==> src/rtl/dmem_arbiter.sv <==
// Two-port (core / debug) arbiter in front of a single-port DMEM with combinational read data.
// Core has priority; debug is force-granted after MAX_WAIT consecutive refusals; load data returns one cycle later.
module dmem_arbiter #(
  parameter int unsigned MAX_WAIT = 4
) (
  input  logic        clk,
  input  logic        reset,
  input  logic        c_req,
  input  logic        c_we,
  input  logic [31:0] c_addr,
  input  logic [31:0] c_wdata,
  output logic        c_gnt,
  output logic        c_stall,
  output logic        c_rvalid,
  output logic [31:0] c_rdata,
  input  logic        d_req,
  input  logic        d_we,
  input  logic [31:0] d_addr,
  input  logic [31:0] d_wdata,
  output logic        d_gnt,
  output logic        d_rvalid,
  output logic [31:0] d_rdata,
  output logic [31:0] m_addr,
  output logic [31:0] m_wdata,
  output logic        m_memr,
  output logic        m_memw,
  input  logic [31:0] m_rdata
);

  typedef enum logic {NORMAL = 1'b0, FORCE = 1'b1} state_t;

  state_t      state, state_nxt;
  logic [3:0]  wcnt, wcnt_nxt;
  logic        c_win, d_win;

  always_ff @(posedge clk or negedge reset) begin
    if (!reset) begin
      state <= NORMAL;
      wcnt  <= '0;
    end else begin
      state <= state_nxt;
      wcnt  <= wcnt_nxt;
    end
  end

  // Any cycle that is not a refused debug request in NORMAL returns to NORMAL with a clear count.
  always_comb begin
    state_nxt = NORMAL;
    wcnt_nxt  = '0;
    if (state == NORMAL && d_req && !d_win) begin
      if (wcnt + 4'd1 >= 4'(MAX_WAIT)) begin
        state_nxt = FORCE;
        wcnt_nxt  = 4'(MAX_WAIT);
      end else begin
        wcnt_nxt  = wcnt + 4'd1;
      end
    end
  end

  // Grants are suppressed while reset is held so no strobe reaches DMEM during reset.
  always_comb begin
    c_win   = reset && c_req && !(state == FORCE && d_req);
    d_win   = reset && d_req && (state == FORCE || !c_req);
    c_gnt   = c_win;
    d_gnt   = d_win;
    c_stall = reset && c_req && !c_win;
    m_addr  = '0;
    m_wdata = '0;
    m_memr  = 1'b0;
    m_memw  = 1'b0;
    if (c_win) begin
      m_addr  = c_addr;
      m_wdata = c_wdata;
      m_memr  = !c_we;
      m_memw  = c_we;
    end else if (d_win) begin
      m_addr  = d_addr;
      m_wdata = d_wdata;
      m_memr  = !d_we;
      m_memw  = d_we;
    end
  end

  always_ff @(posedge clk or negedge reset) begin
    if (!reset) begin
      c_rvalid <= 1'b0;
      c_rdata  <= '0;
      d_rvalid <= 1'b0;
      d_rdata  <= '0;
    end else begin
      c_rvalid <= c_win && !c_we;
      d_rvalid <= d_win && !d_we;
      if (c_win && !c_we) c_rdata <= m_rdata;
      if (d_win && !d_we) d_rdata <= m_rdata;
    end
  end

endmodule
==> config.mk <==
export PLATFORM = sky130hd
export DESIGN_NAME = dmem_arbiter
export DESIGN_NICKNAME = d
export VERILOG_FILES = /design/src/rtl/dmem_arbiter.sv
export SDC_FILE = /design/constraint.sdc
export NUM_CORES = 1
export LEC_CHECK = 0
export CAP_MARGIN = 15
export CORE_AREA = 2 2 118 120
export CTS_BUF_LIST = sky130_fd_sc_hd__clkbuf_8
export CTS_CLUSTER_DIAMETER = 40
export CTS_CLUSTER_SIZE = 14
export DETAILED_ROUTE_END_ITERATION = 8
export DIE_AREA = 0 0 120 122
export PLACE_DENSITY = 0.78
export SLEW_MARGIN = 15
export SYNTH_ARGS = -nofsm -noshare
export SYNTH_HDL_FRONTEND = slang
export SYNTH_SLANG_ARGS = --single-unit
export TNS_END_PERCENT = 5
==> constraint.sdc <==
create_clock -name clk -period 1.85 [get_ports clk]
set_clock_uncertainty 0.15 [all_clocks]
set_input_delay 0.37 -clock clk [delete_from_list [all_inputs] [get_ports clk]]
set_output_delay 0.37 -clock clk [all_outputs]
set_load 0.005 [all_outputs]
==> results.txt <==
Dividing the detail-routed via count by the number of cells gives 4.61. The maximum ir drop on the vdd rail came out at 0.598 mV. The worst min-delay path class is in -> async. The shortest period the worst path allows is around 2.2 ns. Dividing total power by cell area gives a power density of 761 nW/um^2. The die covers 14600 um^2.

The synthesized area divided by synthesized cell count came out at approximately 14 um^2. The final wirelength is 14900 um. In this run the power spent charging and discharging nets is 0.00131 W.

Setup repair after global routing could not meet its margin everywhere. The worst setup path is captured at an output pin. Of the cells placed in the final design, the portion with a size suffix greater than 1 is between 30% and 40%. Counting flops and latches in the post-synthesis netlist gives 70. The worst setup path is launched from a flip-flop.

The worst slew slack as a fraction of its limit is between 30% and 40%. The first global-routing pass estimated around 21000 um of wire. The final critical path takes up 120% of the cycle. The clock tree from TritonCTS is yes. The number of slew-limit violations in the final report was 0. At the end of the flow the core is filled with cells to 51.7%. The x dimension of the die came out at 120 um. The area of the mapped netlist is 3310 um^2. The cell area reported after detailed placement is 6570 um^2. The delay contributed by the slowest stage of the critical path is between 0.4 and 0.5 ns. The start-to-end type of the worst setup path is reg -> out. The via count of the first global-routing pass is 3794.

In this run the core area contains 43 standard-cell rows. The number of DRC markers after the initial detailed-route iteration is 115. The height of the chip came out at between 100 and 150 um. The number of H-tree branching levels is 3. The number of nets with antenna violations after detailed routing came out at 0. The buffer depth of the longest clock path came out at 2.

Once layout is complete, the cells apart from fillers number 750. Setup slack on the worst reg-to-reg path comes out at -0.25 ns. On the critical path, the stage with the largest delay is an instance of sky130_fd_sc_hd__dfrtp_2. The worst register-to-register path begins at wcnt[2].

The number of failing hold endpoints at the final stage came out at 0. The floorplan core area is between 10000 and 15000 um^2. The average detailed-routed wire length per instance came out at 19.9 um.

The upper clock frequency limit came out at 452 MHz. The detailed-placement wirelength estimate came out at between 10000 and 15000 um. The number of cells on the worst reg-to-reg path is 7.

The clock transition at the registers of the reported paths came out at 0.07 ns. Setup total negative slack on the finished layout was measured at -24.97 ns. The switching share of total power is 24.7%. The initial standard-cell utilization of the core is 24.5%. The number of buffers added to fix hold violations after cts came out at 0. The initial antenna violation count is 1. The congestion estimate from routability-driven global placement came to roughly 0.84.

Setup violations remaining at the end of the flow were counted as between 100 and 150. The later pin in the worst-skew pair is clocked with a latency of 0.33 ns. The clock buffer count from CTS is 9. The combined global-route utilization of all metal layers is 19.3%. Before antenna repair, the detailed router went through 4 iterations. After global routing the overflow that remains totals 0. The sink count of the clock tree came out at 70.

The internal power component came out at 0.00400 W. The number of maximum-capacitance constraint violations is 0. The critical-path maximum fanout came out at 11.

The flow ran to the end, but the final reports show violations. The area growth from synthesis to layout came out at 111%. The count of port buffers added during placement came out at 300. Walking the worst path, the cells encountered are a21oi_4, buf_4, bufbuf_16, a22o_1, buf_2. For the worst setup path, the data arrival time is 1.69 ns. The reported leakage power is 3.08 nW. Synthesis handed over a netlist of between 200 and 250 instances. The cell at the root of the clock tree is sky130_fd_sc_hd__clkbuf_8. The number of nets in the finished design is around 730. The clock network is responsible for 26.3% of the overall power. The relative contribution of combinational cells to total power is 36.0%.

The via count of the routed design is between 3000 and 4000. The post-placement cell count came out at 713. The worst setup slack after layout is -0.361 ns. Synthesis instantiated 23 different standard cells from the library. After detailed routing, the number of remaining DRC violations is 0.

The part of the total power dissipated in sequential elements came out at 37.7%. In this run the critical register-to-register path is captured at c_rdata[11]. The layout has around 1200 filler cells.

The critical path data required time came out at between 1 and 1.5 ns. The critical path starts at wcnt[2]. The design draws 0.00532 W. The number of nets in the synthesized netlist is ~410. Entering global routing, the biggest net connects just over 70 pins. The final reports fail on setup timing. The count of warnings emitted by yosys came out at 0.

The boundary pin count is 301. The transition time of the tightest slew-check pin is 0.900 ns. The part of the Yosys area used for sequential elements is roughly 53%.

The cell area after layout is 6980 um^2.
[layout make-up]
cell class / count / area, um^2 / area share, %
Tap cell: 180 / 225 / 3.23
Sequential cell: 70 / 1750 / 25.1
Multi-Input combinational cell: 148 / 1570 / 22.5
Timing Repair Buffer: 335 / 3200 / 45.9
Clock buffer: 11 / 151 / 2.17
Clock inverter: 5 / 81.3 / 1.16
Antenna cell: 1 / 2.50 / 0.0358
[how the worst max path moves through the flow]
stage | to | slack (ns) | depth (start not counted)
after floorplan | m_addr[0] | 0.08 | 5
after global placement | m_addr[17] | -0.86 | 6
after detailed placement | m_addr[13] | -0.86 | 6
after CTS | m_addr[10] | -0.45 | 6
after global routing | m_memw | -0.44 | 5
final | m_addr[24] | -0.36 | 5
[metrics by stage]
step / hold slack, ns / setup slack (ns)
after floorplan: -0.0756 / 0.0820
after global placement: 0.322 / -0.858
after detailed placement: 0.333 / -0.865
after CTS: 0.270 / -0.454
after global routing: 0.281 / -0.437
final: 0.229 / -0.361
[power by group through the flow]
stage / logic (W) / clock network (W) / registers, W
after CTS: 0.00194 / 0.00145 / 0.00201
after global placement: 0.00182 / 0 / 0.00201
after detailed placement: 0.00185 / 0 / 0.00204
final: 0.00191 / 0.00140 / 0.00201
after floorplan: 0.000461 / 0 / 0.00205
after global routing: 0.00203 / 0.00153 / 0.00204
[placed cells by master (no fill, tap or decap), drive strengths merged]
| cell type | instances |
|---|---|
| bufinv | 2 |
| ha | 1 |
| nor3 | 1 |
| clkinvlp | 1 |
| or2 | 1 |
| conb | 1 |
| nand2 | 3 |
| clkdlybuf4s15 | 1 |
| dfrtp | 70 |
| a22o | 64 |
| bufbuf | 1 |
| dlygate4sd2 | 2 |
| nor3b | 2 |
| diode | 1 |
| o21ba | 1 |
| nor2b | 3 |
| clkbuf | 31 |
| mux2 | 64 |
| buf | 83 |
| clkdlybuf4s50 | 228 |
| clkinv | 2 |
| and3b | 1 |
| nor2 | 3 |
| a21oi | 1 |
| and3 | 1 |
| a211oi | 1 |
[cells by family (layout without fill, tap and decap cells)]
kind of cell | count (synthesis) | after routing | synth area share, %
AO/OA/AOI/OAI | 67 | 67 | 18.0
adder cells (fa/ha/maj) | 1 | 1 | 0.378
buffers and inverters | 20 | 351 | 3.71
flip-flops | 70 | 70 | 53.0
multiplexers | 64 | 64 | 21.8
other | 1 | 2 | 0.113
AND/OR/NAND/NOR | 15 | 15 | 2.99
[cell usage after synthesis]
cell	n	share of area [%]
sky130_fd_sc_hd__dfrtp_1	70	53
sky130_fd_sc_hd__a22o_1	64	17
sky130_fd_sc_hd__mux2_2	61	21
sky130_fd_sc_hd__buf_2	11	1.7
sky130_fd_sc_hd__buf_4	3	0.68
sky130_fd_sc_hd__buf_6	3	1.0
sky130_fd_sc_hd__clkbuf_1	3	0.34
sky130_fd_sc_hd__mux2_1	3	1.0
sky130_fd_sc_hd__nor2_1	3	0.34
sky130_fd_sc_hd__nand2_1	2	0.23
sky130_fd_sc_hd__nor2b_1	2	0.38
sky130_fd_sc_hd__nor3b_1	2	0.45
sky130_fd_sc_hd__a211oi_4	1	0.61
sky130_fd_sc_hd__a21oi_1	1	0.15
sky130_fd_sc_hd__and3_1	1	0.19
sky130_fd_sc_hd__and3b_1	1	0.26
sky130_fd_sc_hd__conb_1	1	0.11
sky130_fd_sc_hd__ha_1	1	0.38
sky130_fd_sc_hd__nand2_2	1	0.19
sky130_fd_sc_hd__nor2b_2	1	0.26
sky130_fd_sc_hd__nor3_4	1	0.49
sky130_fd_sc_hd__o21ba_2	1	0.30
sky130_fd_sc_hd__or2_2	1	0.19
[worst max-delay path, delay by kind of cell, from the launching register on]
kind,cells,cell delay (ns)
flip-flops,1,0.46
buffers and inverters,3,0.53
AO/OA/AOI/OAI,2,0.37
[what timing repair did]
action | in CTS | in global routing
cloned | 7 | 0
setup endpoints to repair | 133 | 133
pin swaps | 38 | 30
gates resized for setup | 278 | 31
buffers inserted | 13 | 2
[per-layer routing]
metal | share of wire, % | wire (um) | global-route usage (%) | vias to the layer above
li1 | - | - | - | 1564
met1 | 37 | 5480 | 20.0 | 1691
met2 | 51 | 7670 | 35.3 | 181
met3 | 9.4 | 1400 | 7.26 | 20
met4 | 2.6 | 388 | 7.06 | 0
met5 | 0 | 0 | 0 | -
[flip-flops by register name (all words and copies together) (netlist names)]
name and cells:
d_rvalid 1, c_rvalid 1, wcnt 4, c_rdata 32, d_rdata 32
Note: power is estimated with default switching activity, not from simulation.
